<file path="config.mk">
export PLATFORM = sky130hd
export DESIGN_NAME = hazard_scoreboard
export DESIGN_NICKNAME = d
export VERILOG_FILES = /design/src/rtl/hazard_scoreboard.sv
export SDC_FILE = /design/constraint.sdc
export NUM_CORES = 1
export LEC_CHECK = 0
export CAP_MARGIN = 25
export CORE_ASPECT_RATIO = 0.7
export CORE_MARGIN = 4
export CORE_UTILIZATION = 47
export DETAILED_ROUTE_END_ITERATION = 7
export PLACE_DENSITY = 0.8
export SETUP_SLACK_MARGIN = 0.05
export SYNTH_ARGS = -nofsm -noshare
export SYNTH_HDL_FRONTEND = slang
export SYNTH_SLANG_ARGS = --single-unit
</file>
<file path="constraint.sdc">
create_clock -name clk -period 3.1 [get_ports clk]
set_clock_uncertainty 0.1 [all_clocks]
set_input_delay 0.775 -clock clk [delete_from_list [all_inputs] [get_ports clk]]
set_output_delay 0.775 -clock clk [all_outputs]
set_load 0.01 [all_outputs]
</file>
<file path="src/rtl/hazard_scoreboard.sv">
`timescale 1ns/1ps
`default_nettype none
// ============================================================================
// Module   : hazard_scoreboard
// Brief    : Registered scoreboard of in-flight GPR writers downstream of D.
//            Raises a combinational D-stage stall on data (Tuse/Tnew), MDU
//            busy and ERET-after-mtc0-EPC hazards.
//            Optional macro SCOREBOARD_MDU_EN: when defined, the MDU busy
//            countdown is kept internally; when undefined, the external
//            md_busy_in is used and md_busy is tied low.
// Revision : 1.0 - initial release
// ============================================================================
module hazard_scoreboard #(
    parameter int DEPTH   = 2,
    parameter int TW      = 3,
    parameter int MUL_LAT = 5,
    parameter int DIV_LAT = 10
) (
    input  logic          clk,
    input  logic          reset,
    input  logic          flush,
    input  logic [4:0]    d_rs,
    input  logic [4:0]    d_rt,
    input  logic [TW-1:0] d_tuse_rs,
    input  logic [TW-1:0] d_tuse_rt,
    input  logic          d_we,
    input  logic [4:0]    d_wa,
    input  logic [TW-1:0] d_tnew,
    input  logic          d_md_start,
    input  logic          d_md_div,
    input  logic          d_md_use,
    input  logic          d_mtc0_epc,
    input  logic          d_eret,
    input  logic          md_busy_in,
    output logic          stall,
    output logic [2:0]    stall_cause,
    output logic          md_busy
);

    localparam logic [TW-1:0] c_tnew_one = {{(TW-1){1'b0}}, 1'b1};
    localparam logic [7:0]    c_mul_lat  = 8'(MUL_LAT);
    localparam logic [7:0]    c_div_lat  = 8'(DIV_LAT);

    // Scoreboard entries: index 0 is the E stage, DEPTH-1 the last before W
    logic [DEPTH-1:0] r_wv;
    logic [DEPTH-1:0] r_epc;
    logic [4:0]       r_wa   [DEPTH];
    logic [TW-1:0]    r_tnew [DEPTH];

    logic w_issue;
    logic w_match_rs;
    logic w_match_rt;
    logic w_haz_data;
    logic w_haz_md;
    logic w_haz_eret;
    logic w_md_busy_eff;

    assign w_issue = !stall && !flush;

    // Entry 0 captures the issuing D instruction (or a bubble); older entries
    // shift down one slot per cycle with Tnew counting toward zero.
    always_ff @(posedge clk) begin
        if (!reset || flush) begin
            for (int i = 0; i < DEPTH; i++) begin
                r_wv[i]   <= 1'b0;
                r_wa[i]   <= 5'd0;
                r_tnew[i] <= '0;
                r_epc[i]  <= 1'b0;
            end
        end else begin
            if (w_issue) begin
                r_wv[0]   <= d_we && (|d_wa);
                r_wa[0]   <= d_wa;
                r_tnew[0] <= d_tnew;
                r_epc[0]  <= d_mtc0_epc;
            end else begin
                r_wv[0]   <= 1'b0;
                r_wa[0]   <= 5'd0;
                r_tnew[0] <= '0;
                r_epc[0]  <= 1'b0;
            end
            for (int i = 1; i < DEPTH; i++) begin
                r_wv[i]   <= r_wv[i-1];
                r_wa[i]   <= r_wa[i-1];
                r_tnew[i] <= (|r_tnew[i-1]) ? (r_tnew[i-1] - c_tnew_one) : '0;
                r_epc[i]  <= r_epc[i-1];
            end
        end
    end

    // Youngest matching writer decides the hazard: walk from oldest to
    // youngest so the lowest index overwrites any older match.
    always_comb begin
        w_match_rs = 1'b0;
        w_match_rt = 1'b0;
        for (int i = DEPTH - 1; i >= 0; i--) begin
            if (r_wv[i] && (r_wa[i] == d_rs)) begin
                w_match_rs = (d_tuse_rs < r_tnew[i]);
            end
            if (r_wv[i] && (r_wa[i] == d_rt)) begin
                w_match_rt = (d_tuse_rt < r_tnew[i]);
            end
        end
    end

    assign w_haz_data = ((|d_rs) && w_match_rs) || ((|d_rt) && w_match_rt);
    assign w_haz_md   = d_md_use && w_md_busy_eff;
    assign w_haz_eret = d_eret && (|r_epc);

    assign stall_cause = {w_haz_eret, w_haz_md, w_haz_data};
    assign stall       = |stall_cause;

`ifdef SCOREBOARD_MDU_EN
    logic [7:0] r_md_cnt;
    logic       w_unused_md_in;

    // MDU countdown: loads on issue of mult/div, survives flush so an issued
    // operation always completes.
    always_ff @(posedge clk) begin
        if (!reset) begin
            r_md_cnt <= 8'd0;
        end else if (w_issue && d_md_start) begin
            r_md_cnt <= d_md_div ? c_div_lat : c_mul_lat;
        end else if (|r_md_cnt) begin
            r_md_cnt <= r_md_cnt - 8'd1;
        end
    end

    assign md_busy        = |r_md_cnt;
    assign w_md_busy_eff  = md_busy;
    assign w_unused_md_in = md_busy_in;
`else
    logic w_unused_cfg;

    assign md_busy       = 1'b0;
    assign w_md_busy_eff = md_busy_in;
    assign w_unused_cfg  = ^{d_md_start, d_md_div, c_mul_lat, c_div_lat};
`endif

endmodule
`default_nettype wire

</file>
==> flow_summary.toml, run 1 <==
[outcome]
status = "complete, no violations"

[worst_setup_path]
path_max_fanout = 3
crit_family = "compound AO/OA/AOI/OAI gates"
crit_required_ns = 2.22
crit_arrival_ns = 2.19
critical_path.startpoint_type = "input port"
critPathKind = "in2out"
critPathSlowestCell = "ha_1"
crit_path_cell_trace = "clkdlybuf4s15_2 > ha_1 > o21ai_1 > o211a_1 > o211ai_1 > o41ai_2 > a2bb2oi_4 > nand3_2 > buf_6"
critPathCaptureType = "output pin"
cp_num_buf_inv = 2
worst_path_largest_cell_delay_ns = 0.29

[placed_design]
place_ws_ns = -0.709
io_buffers = 35
dp_hpwl_mm = 2.33
routabilityCongestion = 0.918
placed_cells = 211

[final_layout]
antennaDiodeCount = 0
finalNetCount = 226
nFillCells = 172
syn_to_final_growth_pct = 47.0
final_cell_count_no_fill = 215
drive_above_1_share = 0.254

[timing]
worst_hold_slack_ns = 0.368
setup_viol = 0
worst_slack_ns = 0.0344
rsz0062_at_grt = "yes"
fmax_mhz = 326
slew_viol_final = 0
fin_crit_ns = 3.07
hold_violations = 0
period_share = 0.989

[yosys]
muxShareOfSynthArea = 0.00766
synth_compound_area_frac = 0.0709
synth_common_cells = "16 x edfxtp_1, 11 x xnor2_1, 10 x ha_1, 9 x xor2_1, 8 x inv_1"
synth_flop_cell = "edfxtp_1"
mappedNetlistArea_sq_um = 1310
synth.most_common_cell = "edfxtp_1"
yosys.area_share.simple = 0.202
synth-edff-count = 16
ys_ff_latch = 20
synth_top_family_by_area = "simple AND/OR/NAND/NOR gates"
synth_fa_ha_area_frac = 0.0958
async_flop_share = 0
ys_warn_count = 0
yosys.area_share.xor_xnor = 0.134
yosysSeqAreaShare = 0.429
syn_inst = 121
synth.avg_cell_area_sq_um = 10.8
yosysTopAreaCell = "edfxtp_1"
ys_types = 34
ys_top_cells_by_area = "edfxtp_1 37%, ha_1 9.6%, xnor2_1 7.4%"
netlist.area_leader.share = 0.368

[clock_network]
insertion_delay_ns = 0.24
ctsHtreeMaxLevel = 1
cts_tree = "built"
clock-root-buffer = "clkbuf_8"
postCtsHoldBufs = 0
cts.path.max_buffers = 2
cts_made_buffers = 3
cts_sinks = 20
clk_pin_slew_ns = 0.06

[grt]
grtUsageTotal = 0.168
grt_pass1_vias = 1125
antenna_found_initial = 0
grt_pass1_wl_mm = 4.80
grt_start_max_net_pins = 12
grt-ovfl-total = 0

[route]
drc = 0
dr_total_vias = 1053
first_pass_iters = 4
viasPerCell = 4.90
drtIter0Drc = 38
wl_per_cell_um = 13.6
ant_nets = 0
wl_mm = 2.93

[power_and_ir_drop]
internal_power_w = 0.000469
irDropWorstVdd_mv = 0.197
powerDensity_nw_per_um2 = 317
clkPwrFrac = 0.262
power_frac_seq = 0.514
comb_power_share = 0.224
switching_share = 0.230
static-leakage-power_nw = 0.845
p_sw_w = 0.000140

[job]
maxCapViolCount = 0

[floorplan]
placeableCoreArea_sq_um = 2550
dieHeight_um = 52.1
num_rows = 15
die_x_um = 71.0
die_area_sq_um = 3700
io_pins = 39
start_util = 0.512

[min_path]
hold_class = "reg2reg"
## layer usage
metal,global-route usage,wire (um),up-vias
met1,0.206,1320,475
met3,0.0463,232,6
met4,0.0563,65,0
met5,0,0,-
li1,-,-,532
met2,0.286,1310,40
## cell usage in the layout, fill, tap and decap left out, types with 3 or more instances in the layout
cell type         n
conb_1           17
nand2_1           3
nor4_2            3
xnor2_1           9
nand2b_1          3
dfxtp_1           4
buf_6             3
nor3_1            6
and2_1            6
and3_1            4
clkdlybuf4s50_1  17
inv_1             8
xor2_1            7
buf_4            11
edfxtp_1         16
ha_1              9
clkbuf_8          3
buf_2             4
dlygate4sd2_1     5
and3_2            5
## metrics by stage
stage	util	setup TNS (ns)	cell area, sq um	power, W
2_1_floorplan	-	0	1360	0.000374
3_3_place_gp	0.704	-1.34	1800	0.000441
3_5_place_dp	0.704	-1.39	1800	0.000446
4_1_cts	0.734	0	1870	0.000603
5_1_grt	0.752	-0.0597	1920	0.000643
6_report	0.752	0	1920	0.000610
## flip-flops by register name, summed over array words and instances (netlist names)
register,flops
r_tnew,6
r_epc,2
r_wa,10
r_wv,2
## power by group through the flow
stage / registers (W) / clock network [W] / logic [W]
final: 0.000313 / 0.000160 / 0.000137
after floorplan: 0.000315 / 0 / 0.0000589
after global placement: 0.000318 / 0 / 0.000123
after detailed placement: 0.000318 / 0 / 0.000128
after CTS: 0.000313 / 0.000162 / 0.000128
after global routing: 0.000314 / 0.000178 / 0.000151
## kinds of logic (layout without fill, tap and decap cells)
family,count (synthesis),count (layout)
mux,1,1
xor+xnor,20,20
buf+inv,13,58
other cells,2,17
simple gates,43,43
compound gates,12,12
flops,20,20
fa+ha+maj,10,10
## cell type report
class,count,area (sq um),area share
clock buffer,3,41.3,0.0215
tap,34,42.5,0.0221
clock inverter,1,3.75,0.00195
timing repair buffer,46,413,0.215
sequential,20,561,0.292
inverter,8,30.0,0.0156
multi-input combinational,103,830,0.432
## final timing paths
check / endpoint / start / slack [ns] / cells past startpoint
max: stall / d_tuse_rs[2] / 0.03 / 9
min: r_epc[1] / r_epc[0] / 0.37 / 1
max reg2reg: r_tnew[0][0] / r_tnew[0][4] / 0.85 / 9
min reg2reg: r_epc[1] / r_epc[0] / 0.37 / 1
## repair_timing
action,in CTS,in global routing
gates resized for setup,62,13
setup endpoints to repair,2,2
pin swaps,17,10
setup buffers,0,0
Note: power is estimated with default switching activity, not from simulation.
==> run 2, diff against run 1 <==
- CORE_UTILIZATION: 47 -> 45
- PLACE_DENSITY: 0.8 -> 0.77
- clock period: 3.1 -> 3.8 ns (I/O delays scaled with it)
==> run 2 against run 1 <==
  * Routed wire length is 8.3% lower
  * Cell area is 2.2% lower
  * Sequential power is 19% lower
  * Flip-flop and latch count stayed put
  * Non-clock buffer count stayed put
  * Utilization is 7.8 points lower
  * Worst setup slack better by 0.10 ns
  * Die area is 3.8% higher
  * Register-to-register slack better by 0.70 ns
  * Sequential share of layout area is 0.66 points higher
  * Via count is 2.2% lower
  * Largest power group unchanged
  * Highest routed layer unchanged
==> flow_summary.toml, run 2 (synthesis gave the netlist of run 1 again) <==
[job]
maxCapViolCount = 0

[route]
ant_nets = 0
first_pass_iters = 3
drc = 0
dr_total_vias = 1030
wl_per_cell_um = 12.4
drtIter0Drc = 20
wl_mm = 2.69
viasPerCell = 4.75

[timing]
final.setup.tns_ns = 0
fmax_mhz = 273
slew_viol_final = 0
hold_violations = 0
fin_crit_ns = 3.66
slew_headroom = 0.528
setup_viol = 0
rsz0062_at_grt = "no"
period_share = 0.964
worstMarginPinSlew_ns = 0.702
worst_hold_slack_ns = 0.349

[floorplan]
num_rows = 16
start_util = 0.469
dieHeight_um = 53.1
die_x_um = 72.4
placeableCoreArea_sq_um = 2780
die_area_sq_um = 3840
io_pins = 39

[grt]
grt_pass1_vias = 1114
grt-ovfl-total = 0
antenna_found_initial = 0
grt_start_max_net_pins = 12
grt_pass1_wl_mm = 4.45
grtUsageTotal = 0.151

[worst_setup_path]
crit_arrival_ns = 2.61
critPathCaptureType = "output pin"
crit_required_ns = 2.75
critPathKind = "in2out"
path_max_fanout = 4
critical_path.startpoint_type = "input port"

[final_layout]
final_cell_count_no_fill = 217
largest_register_ff_count = 10
top_register = "r_wa"
nFillCells = 214
layout_commonest_cell = "clkdlybuf4s50_1"
reg_top3 = "r_wa: 10 flops, r_tnew: 6 flops"
drive_above_1_share = 0.160
antennaDiodeCount = 0
syn_to_final_growth_pct = 43.8
finalNetCount = 226
layout_common_cells = "22 x clkdlybuf4s50_1, 17 x conb_1, 16 x edfxtp_1, 11 x xnor2_1, 11 x buf_4"

[clock_network]
cts_made_buffers = 3
cts.path.max_buffers = 2
cts_tree = "built"
ctsHtreeMaxLevel = 1
clk_pin_slew_ns = 0.06
insertion_delay_ns = 0.25
clock-root-buffer = "clkbuf_8"
cts_sinks = 20

[power_and_ir_drop]
power_frac_seq = 0.521
powerDensity_nw_per_um2 = 260
static-leakage-power_nw = 0.893
p_sw_w = 0.000109
clkPwrFrac = 0.267
irDropWorstVdd_mv = 0.160
internal_power_w = 0.000380
comb_power_share = 0.213
switching_share = 0.222

[placed_design]
dp_hpwl_mm = 2.33
routabilityCongestion = 0.802
io_buffers = 35
placed_cells = 212

[outcome]
status = "complete, no violations"

[min_path]
hold_class = "reg2reg"
-- run 2: cell types whose count changed in the layout (fill, tap and decap cells not counted), moves of 2 or more --
cell             previous run  this run
clkdlybuf4s15_1             2         0
xnor2_1                     9        11
xor2_1                      7         9
xnor2_2                     2         0
dlymetal6s2s_1              0         9
clkdlybuf4s15_2             2         0
buf_2                       4         2
clkdlybuf4s50_1            17        22
buf_6                       3         0
xor2_2                      2         0
dlygate4sd2_1               5         2
-- run 2: per-stage QoR --
stage               area, sq um  total power (W)  utilization  setup WS, ns
finish                     1880         0.000489        0.675         0.138
global route               1880         0.000518        0.675        0.0529
CTS                        1840         0.000494        0.662        0.0765
detailed placement         1790         0.000363        0.644        -0.436
global placement           1790         0.000359        0.644        -0.346
floorplan                  1360         0.000305            -         0.570
-- run 2: final timing paths --
path	from	endpoint	slack [ns]	depth (start not counted)
setup / recovery	d_rs[1]	stall	0.14	9
hold reg to reg	r_epc[0]	r_epc[1]	0.35	1
hold / removal	r_epc[0]	r_epc[1]	0.35	1
setup reg to reg	r_tnew[0][4]	r_tnew[0][2]	1.55	9
-- run 2: layer usage --
layer	GRT usage	vias up	part of all wire	wire length (um)
li1	-	530	-	-
met1	0.189	462	0.45	1220
met2	0.255	34	0.45	1210
met3	0.0342	4	0.085	228
met4	0.0552	0	0.010	28
met5	0	-	0	0
-- run 2: layout make-up --
class                   instances  area (sq um)  share of cell area
clock buffers                   3          41.3              0.0220
clock inverters                 1          3.75             0.00200
inverters                       8          30.0              0.0160
multi-input cells             103           754               0.402
flip-flops and latches         20           561               0.298
well taps                      36          45.0              0.0240
repair buffers                 46           443               0.236
-- run 2: power by group through the flow --
stage	registers (W)	logic (W)	clock network [W]
2_1_floorplan	0.000257	0.0000481	0
3_3_place_gp	0.000259	0.000100	0
3_5_place_dp	0.000259	0.000104	0
4_1_cts	0.000255	0.000104	0.000135
5_1_grt	0.000255	0.000117	0.000146
6_report	0.000255	0.000104	0.000130
-- run 2: worst max-delay path: stages --
cell and delay, ns:
clkdlybuf4s50_1 0.43, buf_4 0.15, xor2_1 0.14, nor4_2 0.32, o211ai_1 0.17, o41ai_2 0.08, a2bb2oi_2 0.14, nand3_1 0.10
buf_2 0.13
-- run 2: timing repair --
item,in CTS,in global routing
hold buffers,0,0
endpoints found under the setup margin,2,2
gates resized for setup,13,12
pin swaps,2,10
buffers inserted,0,1
==> run 3, diff against run 2 <==
- CORE_ASPECT_RATIO: 0.7 -> default
==> run 3 against run 2 <==
  * Total power shrank 6.9%
  * Critical path depth shrank 1
  * Clock power shrank 28%
  * Routed wire length grew 4.7%
  * Count of clock-buffer cells in the layout is the same
  * Global-route usage grew 0.67 points
  * Utilization shrank 0.52 points
  * Sequential power is essentially flat
  * Combinational power is essentially flat
  * First-iteration DRC count grew 130%
  * Cell count shrank 3.2%
  * Via count grew 0.58%
==> flow_summary.toml, run 3 (synthesis gave the netlist of run 1 again) <==
[worst_setup_path]
reg2reg_depth = 8
r2r-end = "r_wa[0][4]"
path_max_fanout = 3
critPathCaptureType = "output pin"
crit_arrival_ns = 2.58
critPathKind = "in2out"
r2r-start = "r_tnew[0][1]"
r2r_slack_ns = 1.65
critical_path.startpoint_type = "input port"
crit_required_ns = 2.75

[grt]
antenna_found_initial = 0
grt_start_max_net_pins = 11
grt_pass1_wl_mm = 4.40
grt_pass1_vias = 1080
grtUsageTotal = 0.157
grt-ovfl-total = 0

[outcome]
status = "complete, no violations"

[job]
maxCapViolCount = 0

[floorplan]
num_rows = 19
start_util = 0.474
placeableCoreArea_sq_um = 2760
dieHeight_um = 61.9
die_x_um = 61.9
die_area_sq_um = 3830
io_pins = 39

[placed_design]
routabilityCongestion = 0.741
dp_hpwl_mm = 2.37
io_buffers = 35

[clock_network]
cts_tree = "built"
cts_sinks = 20
insertion_delay_ns = 0.28
cts_made_buffers = 3
cts.path.max_buffers = 2
ctsHtreeMaxLevel = 1
post_cts_buffers = 0
clock-root-buffer = "clkbuf_4"
clk_pin_slew_ns = 0.10

[route]
wl_mm = 2.81
first_pass_iters = 4
wl_per_cell_um = 13.4
ant_nets = 0
drc = 0
viasPerCell = 4.93
drtIter0Drc = 46
dr_total_vias = 1036

[min_path]
min_from = "r_epc[0]"
whs_path_depth = 1
holdPathEnd = "r_epc[1]"
hold_class = "reg2reg"

[timing]
setup_viol = 0
rsz0062_at_grt = "no"
worstMarginPinSlew_ns = 0.769
period_share = 0.956
hold_violations = 0
fmax_mhz = 275
fin_crit_ns = 3.63
worst_hold_slack_ns = 0.386
slew_headroom = 0.483
slew_viol_final = 0

[final_layout]
layout_common_cells = "27 x clkdlybuf4s50_1, 17 x conb_1, 16 x edfxtp_1, 11 x xnor2_1, 10 x buf_4"
drive_above_1_share = 0.162
nFillCells = 247
finalNetCount = 225
reg_top3 = "r_wa: 10 flops, r_tnew: 6 flops"
syn_to_final_growth_pct = 41.4
top_register = "r_wa"
antennaDiodeCount = 0
layout_commonest_cell = "clkdlybuf4s50_1"
largest_register_ff_count = 10

[power_and_ir_drop]
power_w = 0.000455
powerDensity_nw_per_um2 = 247
irDropWorstVdd_mv = 0.203
static-leakage-power_nw = 0.843
## run 3: changes by cell type in the layout (fill, tap and decap cells not counted), sizes merged
cell           before  now
clkdlybuf4s50      22   27
clkinv              1    0
buf                13   12
dlygate4sd2         2    1
dlymetal6s2s        9    5
## run 3: final cells by class
cell class / count / area (sq um) / share of cell area
multi-input cells: 103 / 768 / 0.416
repair buffers: 45 / 427 / 0.231
flip-flops and latches: 20 / 561 / 0.304
inverters: 8 / 30.0 / 0.0163
well taps: 31 / 38.8 / 0.0210
clock buffers: 3 / 22.5 / 0.0122
## run 3: worst max path at each step
| stage | start | to | depth (start not counted) |
|---|---|---|---|
| after CTS | d_tuse_rs[2] | stall | 9 |
| final | d_rs[0] | stall | 8 |
| after global routing | d_rs[0] | stall | 8 |
| after floorplan | d_tuse_rs[1] | stall_cause[0] | 8 |
| after global placement | d_tuse_rs[2] | stall | 9 |
| after detailed placement | d_tuse_rt[1] | stall | 9 |
## run 3: metrics by stage
stage / setup WS [ns] / util / setup TNS [ns] / std cells / instance area, sq um
floorplan: 0.570 / - / 0 / 136 / 1360
global placement: -0.316 / 0.647 / -0.609 / 207 / 1790
detailed placement: -0.349 / 0.647 / -0.678 / 207 / 1790
CTS: 0.0990 / 0.658 / 0 / 210 / 1820
global route: 0.0431 / 0.670 / 0 / 210 / 1850
finish: 0.169 / 0.670 / 0 / 210 / 1850
## run 3: repair_timing
item                                    4_1_cts  5_1_grt
hold buffers                                  0        0
pin swaps                                     2        6
resized for setup                            14        7
endpoints found under the setup margin        2        2
## run 3: report_power, final
| part | switching [W] | internal (W) | total, W |
|---|---|---|---|
| sequential | 0.00000760 | 0.000247 | 0.000255 |
| clock | 0.0000567 | 0.0000368 | 0.0000935 |
| combinational | 0.0000440 | 0.0000634 | 0.000107 |
| total | 0.000108 | 0.000347 | 0.000455 |
## run 3: layer usage
layer / track usage / vias up / wire [um]
met3: 0.0248 / 2 / 174
met5: 0 / - / 0
met2: 0.294 / 28 / 1470
met1: 0.179 / 477 / 1150
li1: - / 529 / -
met4: 0.0545 / 0 / 21
## run 3: worst max-delay path: stages
cell	delay [ns]
clkdlybuf4s50_1	0.55
xnor2_1	0.14
nand4_1	0.16
o211ai_1	0.23
o41ai_2	0.11
a2bb2oi_2	0.20
nand3_1	0.09
buf_2	0.14
